--- config.mk ---
export PLATFORM = sky130hd
export DESIGN_NAME = tcp_port_dispatch
export DESIGN_NICKNAME = d
export VERILOG_FILES = /design/src/rtl/tcp_port_dispatch.sv
export SDC_FILE = /design/constraint.sdc
export NUM_CORES = 1
export LEC_CHECK = 0
export CAP_MARGIN = 20
export CORE_ASPECT_RATIO = 1.75
export CORE_UTILIZATION = 40
export CTS_BUF_LIST = sky130_fd_sc_hd__clkbuf_8
export DETAILED_ROUTE_END_ITERATION = 10
export PLACE_DENSITY_LB_ADDON = 0.15
export SLEW_MARGIN = 20
export SYNTH_ARGS = -nofsm -noshare
export SYNTH_HDL_FRONTEND = slang
export SYNTH_SLANG_ARGS = --single-unit
--- constraint.sdc ---
create_clock -name i_clk -period 1.4 [get_ports i_clk]
set_input_delay 0.21 -clock i_clk [delete_from_list [all_inputs] [get_ports i_clk]]
set_output_delay 0.21 -clock i_clk [all_outputs]
set_load 0.1 [all_outputs]
--- src/rtl/tcp_port_dispatch.sv ---
// TCP destination-port dispatcher: looks the packet's destination port up in a small
// configurable table and steers the AXIS payload to the matching socket lane, or drops it.
module tcp_port_dispatch #(
    parameter int NUM_SOCK = 4,
    parameter int IDX_W    = 2
) (
    input  logic                  i_clk,
    input  logic                  i_rst,
    input  logic                  i_cfg_we,
    input  logic [IDX_W-1:0]      i_cfg_idx,
    input  logic [15:0]           i_cfg_port,
    input  logic                  i_cfg_en,
    input  logic [15:0]           i_tcp_dest,
    input  logic                  i_tcp_dest_valid,
    input  logic [7:0]            s_tdata,
    input  logic                  s_tvalid,
    input  logic                  s_tlast,
    output logic                  s_tready,
    output logic [NUM_SOCK*8-1:0] m_tdata,
    output logic [NUM_SOCK-1:0]   m_tvalid,
    output logic [NUM_SOCK-1:0]   m_tlast,
    input  logic [NUM_SOCK-1:0]   m_tready,
    output logic [15:0]           o_drop_count,
    output logic                  o_busy
);

    typedef enum logic [2:0] {
        IDLE    = 3'd0,
        LOOKUP  = 3'd1,
        FORWARD = 3'd2,
        DROP    = 3'd3,
        DONE    = 3'd4
    } state_t;

    state_t                    state_q, state_d;
    logic [IDX_W-1:0]          sel_q, sel_d;
    logic [NUM_SOCK-1:0][15:0] port_q, port_d;
    logic [NUM_SOCK-1:0]       en_q, en_d;
    logic [15:0]               drop_cnt_q, drop_cnt_d;
    logic                      hit_s;
    logic [IDX_W-1:0]          hit_idx_s;

    // Port-table update from the config strobe
    always_comb begin
        port_d = port_q;
        en_d   = en_q;
        if (i_cfg_we) begin
            port_d[i_cfg_idx] = i_cfg_port;
            en_d[i_cfg_idx]   = i_cfg_en;
        end else begin
            en_d = en_q;
        end
    end

    // Priority match against the registered table; scanning downward lets the lowest index win
    always_comb begin
        hit_s     = 1'b0;
        hit_idx_s = '0;
        for (int i = NUM_SOCK - 1; i >= 0; i--) begin
            hit_idx_s = (en_q[i] && (port_q[i] == i_tcp_dest)) ? IDX_W'(i) : hit_idx_s;
            hit_s     = hit_s | (en_q[i] && (port_q[i] == i_tcp_dest));
        end
    end

    // Next-state, lane steering and drop counting
    always_comb begin
        state_d    = state_q;
        sel_d      = sel_q;
        drop_cnt_d = drop_cnt_q;
        s_tready   = 1'b0;
        m_tvalid   = '0;
        m_tlast    = '0;
        m_tdata    = {NUM_SOCK{s_tdata}};
        o_busy     = 1'b0;
        case (state_q)
            IDLE: begin
                state_d = i_tcp_dest_valid ? LOOKUP : IDLE;
            end
            LOOKUP: begin
                sel_d   = hit_idx_s;
                state_d = hit_s ? FORWARD : DROP;
            end
            FORWARD: begin
                s_tready        = m_tready[sel_q];
                m_tvalid[sel_q] = s_tvalid;
                m_tlast[sel_q]  = s_tlast;
                if (s_tvalid && m_tready[sel_q] && s_tlast) begin
                    state_d = DONE;
                end else begin
                    state_d = FORWARD;
                end
            end
            DROP: begin
                s_tready = 1'b1;
                if (s_tvalid && s_tlast) begin
                    state_d    = DONE;
                    drop_cnt_d = (drop_cnt_q == 16'hFFFF) ? 16'hFFFF : drop_cnt_q + 16'd1;
                end else begin
                    state_d = DROP;
                end
            end
            DONE: begin
                // Waiting for valid to fall keeps a held valid from re-dispatching the packet
                state_d = i_tcp_dest_valid ? DONE : IDLE;
            end
            default: begin
                state_d = IDLE;
            end
        endcase
        if (i_rst) begin
            s_tready = 1'b0;
            m_tvalid = '0;
            m_tlast  = '0;
        end else begin
            o_busy = (state_q != IDLE);
        end
    end

    // State, selection, table and counter registers with synchronous reset
    always_ff @(posedge i_clk) begin
        if (i_rst) begin
            state_q    <= IDLE;
            sel_q      <= '0;
            port_q     <= '0;
            en_q       <= '0;
            drop_cnt_q <= 16'd0;
        end else begin
            state_q    <= state_d;
            sel_q      <= sel_d;
            port_q     <= port_d;
            en_q       <= en_d;
            drop_cnt_q <= drop_cnt_d;
        end
    end

    assign o_drop_count = drop_cnt_q;

endmodule

# Word level (Yosys, flattened, before mapping)
# Index checks and enable logic that the tools add are counted.
dict set report totals {
  out_inout_bits 58
  register_bits 89
}
dict set report classes {
  n_reduce_logical 12
  add_sub_neg 1
  bitwise_logic 5
  n_eq_ne 9
  magnitude_cmp 4
  muxes 28
}
# operator count
set op_table {}
lappend op_table {{bitwise mux 64 bit} 1}
lappend op_table {{equality test 16 bit} 4}
lappend op_table {{demux 16 bit (select 2 bit)} 1}
lappend op_table {{2-to-1 mux 16 bit} 2}
lappend op_table {{adder 16 x 1 -> 16 bit, second input constant} 1}
lappend op_table {{equality test 16 bit, second input constant} 1}
lappend op_table {{2-to-1 mux 4 bit} 4}
lappend op_table {{one-hot mux 3 bit (5 select lines)} 1}
lappend op_table {{logical AND 1 bit} 9}
lappend op_table {{2-to-1 mux 3 bit} 3}
lappend op_table {{bitwise AND 4 bit} 2}
lappend op_table {{2-to-1 mux 2 bit} 4}
lappend op_table {{2-to-1 mux 1 bit} 7}
lappend op_table {{equality test 3 x 2 -> 1 bit, second input constant} 2}
lappend op_table {{< comparator 2 x 3 -> 1 bit, second input constant} 2}
lappend op_table {{bitwise mux 4 bit} 1}
lappend op_table {{demux 1 bit (select 2 bit)} 2}
lappend op_table {{greater-or-equal comparator 2 x 1 -> 1 bit, second input constant} 2}
lappend op_table {{equality test 3 x 1 -> 1 bit, second input constant} 1}
lappend op_table {{equality test 3 bit, second input constant} 1}
lappend op_table {{zero test 3 bit} 1}
lappend op_table {{bitwise OR 1 bit} 3}
lappend op_table {{nonzero test 3 bit} 1}
lappend op_table {{binary-select mux 1 bit (select 2 bit)} 1}
lappend op_table {{2 further kinds} 2}

# Logic depth before layout (Yosys ltp)
dict set report logic_depth {
  ltp_word 7
  ltp_mapped 7
  depth_no_buf 6
}

# Worst setup path before layout
# No wires, ideal clock.
dict set report synth_timing {
  path_kind {register -> output}
  start {reg state_q[2]}
  end {out m_tvalid[0]}
  stages_incl_launch_ff 5
  t_arrival_ps 2926
  required_time_ps 1190
  setup_slack_ps -1736
  cell_sequence {dfxtp_1 > buf_2 > nor4_1 > nand2_1 > nor3_1}
}
dict set report synth_via {
  elab_chain_len 3
}
# element line_no
set synth_rtl {}
lappend synth_rtl {{start, declared} 35} ;# state_t state_q, state_d;
lappend synth_rtl {{start signal, assigned} 128} ;# state_q <= state_d;
lappend synth_rtl {{equality test 3 x 2 -> 1 bit} 75} ;# case (state_q)
lappend synth_rtl {{2-to-1 mux 4 bit} 75}
lappend synth_rtl {{2-to-1 mux 4 bit} 110} ;# if (i_rst) begin
lappend synth_rtl {{end, declared} 20} ;# output logic [NUM_SOCK-1:0] m_tvalid,
# No other way between the ends.

# Final worst setup path
dict set report layout_timing {
  start {reg state_q[0]}
  end {out m_tlast[3]}
}
dict set report layout_via {
  elab_chain_len 3
}
# element line_no
set layout_rtl {}
lappend layout_rtl {{equality test 3 x 2 -> 1 bit} 75}
lappend layout_rtl {{2-to-1 mux 4 bit} 75}
lappend layout_rtl {{2-to-1 mux 4 bit} 110}
lappend layout_rtl {{end, declared} 21} ;# output logic [NUM_SOCK-1:0] m_tlast,
# No other way between the ends.

==> impl_metrics.json <==
{
  "status": "complete, but fails checks",
  "violations": "setup timing",
  "drive_gt1_frac": 0.3476,
  "place_congestion": 0.9175,
  "core_area_um2": 10820,
  "synthTopCellsByArea": "dfxtp_1, xnor2_1, nand2_1",
  "dieArea_um2": 11700,
  "synth_ff_type": "dfxtp_1",
  "clk-insertion-delay-late_ps": 370,
  "first_global_vias": 4004,
  "synth.cell_area_um2": 4502,
  "crit_path_start_kind": "flop",
  "crit_chain": "nor4_4, nand2_2, buf_6, nor2_4, buf_12",
  "drt_iter0_drc": 192,
  "grt_util_all_layers": 0.2395,
  "root_buffer": "clkbuf_8",
  "cts_sinks": 89,
  "dpl.cell_count": 758,
  "min_period_ps": 1898,
  "io_pins": 111,
  "synth_xor_xnor_area_share": 0.1459,
  "finalHoldViolations": 0,
  "cp_slowest_cell": "dfxtp_4",
  "r2r-end": "sel_q[0]",
  "yosysMostFrequentCell": "nand2_1",
  "avgSynthCellArea_um2": 7.884,
  "finish.utilization": 0.6106,
  "antenna_found_initial": 0,
  "hold_depth": 3,
  "vias": 4068,
  "start_util": 0.4160,
  "finalWorstSetupSlack_ps": -497.8,
  "synth_fa_ha_area_frac": 0.002779,
  "cp-end-kind": "output pin",
  "switching_share": 0.2850,
  "syn_inst": 571,
  "internal_power_mw": 3.929,
  "worst-path-max-fanout": 3,
  "synth_compound_area_frac": 0.1073,
  "p_leak_nw": 2.335,
  "post-route-period-util": 1.356,
  "synth_top_family_by_area": "simple AND/OR/NAND/NOR gates",
  "grt_pass1_wl_um": 20490,
  "firstDrtPassIters": 4,
  "wl_um": 13210,
  "power_density_nw_per_um2": 831.6,
  "timing.rr.start": "port_q[37]",
  "slowest_delay_ps": 370,
  "clockPowerShare": 0.314,
  "yosysWarningCount": 0,
  "yosys-top-cells-count": "nand2_1, dfxtp_1, a21oi_1",
  "worstSetupPathType": "flop to output pin",
  "power_switching_mw": 1.567,
  "final_cells": 786,
  "cts_made_buffers": 9,
  "vias_per_cell": 5.176,
  "antenna_left": 0,
  "rrSetupSlack_ps": -230,
  "reg2regPathDepth": 6,
  "ir_drop_mv": 0.6420,
  "placed_area_um2": 5984,
  "hpwl_um": 9576,
  "area_growth_pct": 46.80,
  "io_buffers": 70,
  "ys_ff_latch": 89,
  "min_path_type": "input pin to flop",
  "die_w_um": 82.20,
  "antenna_cells": 0,
  "fillers": 917,
  "worst_ep_arrival_time_ps": 1690,
  "maxCapViolations": 0,
  "rows": 50,
  "fin_area_um2": 6609,
  "postSynth.asyncResetShare": 0,
  "yosys.area_share.simple": 0.2487,
  "setup_violations": 30,
  "cp.required_ps": 1190,
  "cts_tree": "yes",
  "yosys.area.top_type": "dfxtp_1",
  "p_seq_frac": 0.487,
  "holdBufCountCts": 0,
  "relSlewSlack": 0.7110,
  "fin_skew_ps": 11.11,
  "clk_path_buf_depth": 2,
  "worst_slew_pin_slew_ps": 433.6,
  "multiInputGateArea_um2": 2750,
  "htreeDepth": 3,
  "setup.worst_path.start": "state_q[0]",
  "cts.clk_slew.worst_paths_ps": 90,
  "grt-ovfl-total": 0,
  "rsz0062_at_grt": "true",
  "yosysSeqAreaShare": 0.3958,
  "grt_max_degree": 32,
  "synth_top_cell_area_share": 0.3958,
  "yosys-mux-area-fraction": 0.007226,
  "comb_power_share": 0.198,
  "worstHoldStart": "i_rst",
  "ys_types": 45,
  "critical_path.endpoint": "m_tlast[3]",
  "synth_edf_count": 0,
  "drt-wirelength-per-cell_um": 16.81,
  "regArea_um2": 1858,
  "fp.dieH_um": 142.3,
  "synth_fp_nets": 625,
  "drc": 0,
  "final-max-slew-violation-count": 0,
  "fmax_ghz": 0.5269,
  "final_nets": 705
}
-- sequential cells by signal, summed over array words and instances, names as in the netlist --
| signal | count |
|---|---|
| en_q | 4 |
| o_drop_count | 16 |
| port_q | 64 |
| sel_q | 2 |
| state_q | 3 |
-- worst min-delay path by stage --
stage / to / slack (ps)
2_1_floorplan: en_q[3] / 350
3_3_place_gp: m_tdata[15] / 420
3_5_place_dp: m_tdata[15] / 420
4_1_cts: o_drop_count[6] / 290
5_1_grt: o_drop_count[7] / 330
6_report: o_drop_count[7] / 330
-- layout make-up --
cell class | instances | share of cell area
multi-input cells | 407 | 0.4161
flip-flops and latches | 89 | 0.2811
repair buffers | 142 | 0.2480
well taps | 130 | 0.02461
clock buffers | 9 | 0.01874
clock inverters | 7 | 0.009466
inverters | 2 | 0.001893
-- placed cells by master, fill, tap and decap left out, types with 3 or more instances in the layout --
cell type | synthesis | layout
xor2_1 | 8 | 5
nor2_4 | 0 | 7
nor2_1 | 18 | 6
nand2_1 | 148 | 143
and3_4 | 1 | 3
buf_6 | 1 | 16
nand2_2 | 3 | 6
dfxtp_4 | 0 | 14
dfxtp_2 | 0 | 19
nor4_4 | 1 | 3
buf_4 | 32 | 48
a21oi_1 | 85 | 72
nand3_1 | 13 | 10
nor3_4 | 1 | 5
nand4_1 | 16 | 16
dfxtp_1 | 89 | 56
xnor2_2 | 0 | 11
clkdlybuf4s50_1 | 0 | 26
xnor2_1 | 67 | 56
and3_1 | 5 | 3
nand3_4 | 0 | 3
dlygate4sd2_1 | 0 | 16
xor2_2 | 0 | 3
clkbuf_8 | 0 | 9
a21oi_2 | 0 | 11
buf_12 | 0 | 34
nor2_2 | 2 | 7
-- power by group through the flow --
stage               logic, mW  registers (mW)  clock network [mW]
global placement        0.950            2.72                   0
detailed placement      0.958            2.72                   0
CTS                      1.02            2.67                1.75
floorplan               0.960            2.72                   0
finish                   1.09            2.68                1.73
global route             1.17            2.69                1.87
-- routing by layer --
layer / up-vias / global-route usage / share of wire
li1: 2006 / - / -
met1: 1911 / 0.2499 / 0.37
met2: 123 / 0.4437 / 0.57
met3: 28 / 0.04359 / 0.038
met4: 0 / 0.1108 / 0.030
met5: - / 0 / 0
-- worst max-delay path: cells and delay by family, from the launching register on --
kind,cells,cell delay [ps]
AND/OR/NAND/NOR,3,610
flip-flops,1,370
buffers and inverters,2,340
-- timing repair --
item	CTS	global route
resized for setup	57	45
pin swaps	33	38
buffers inserted	5	10
setup endpoints to repair	27	30
gates cloned	0	0
-- kinds of logic after synthesis --
family | count (synthesis)
compound gates | 93
mux | 2
xor+xnor | 75
simple gates | 236
buf+inv | 75
fa+ha+maj | 1
flops | 89
-- through the flow --
step	hold WS [ps]	setup TNS, ps	setup WS (ps)	power [mW]
floorplan	346.0	-5371	-514.4	3.675
global placement	421.6	-23530	-721.8	3.671
detailed placement	421.6	-24950	-767.8	3.682
CTS	289.6	-5535	-486.3	5.436
global route	329.3	-8837	-570.3	5.721
finish	325.7	-6641	-497.8	5.496
Power figures use the tool's default switching activity.
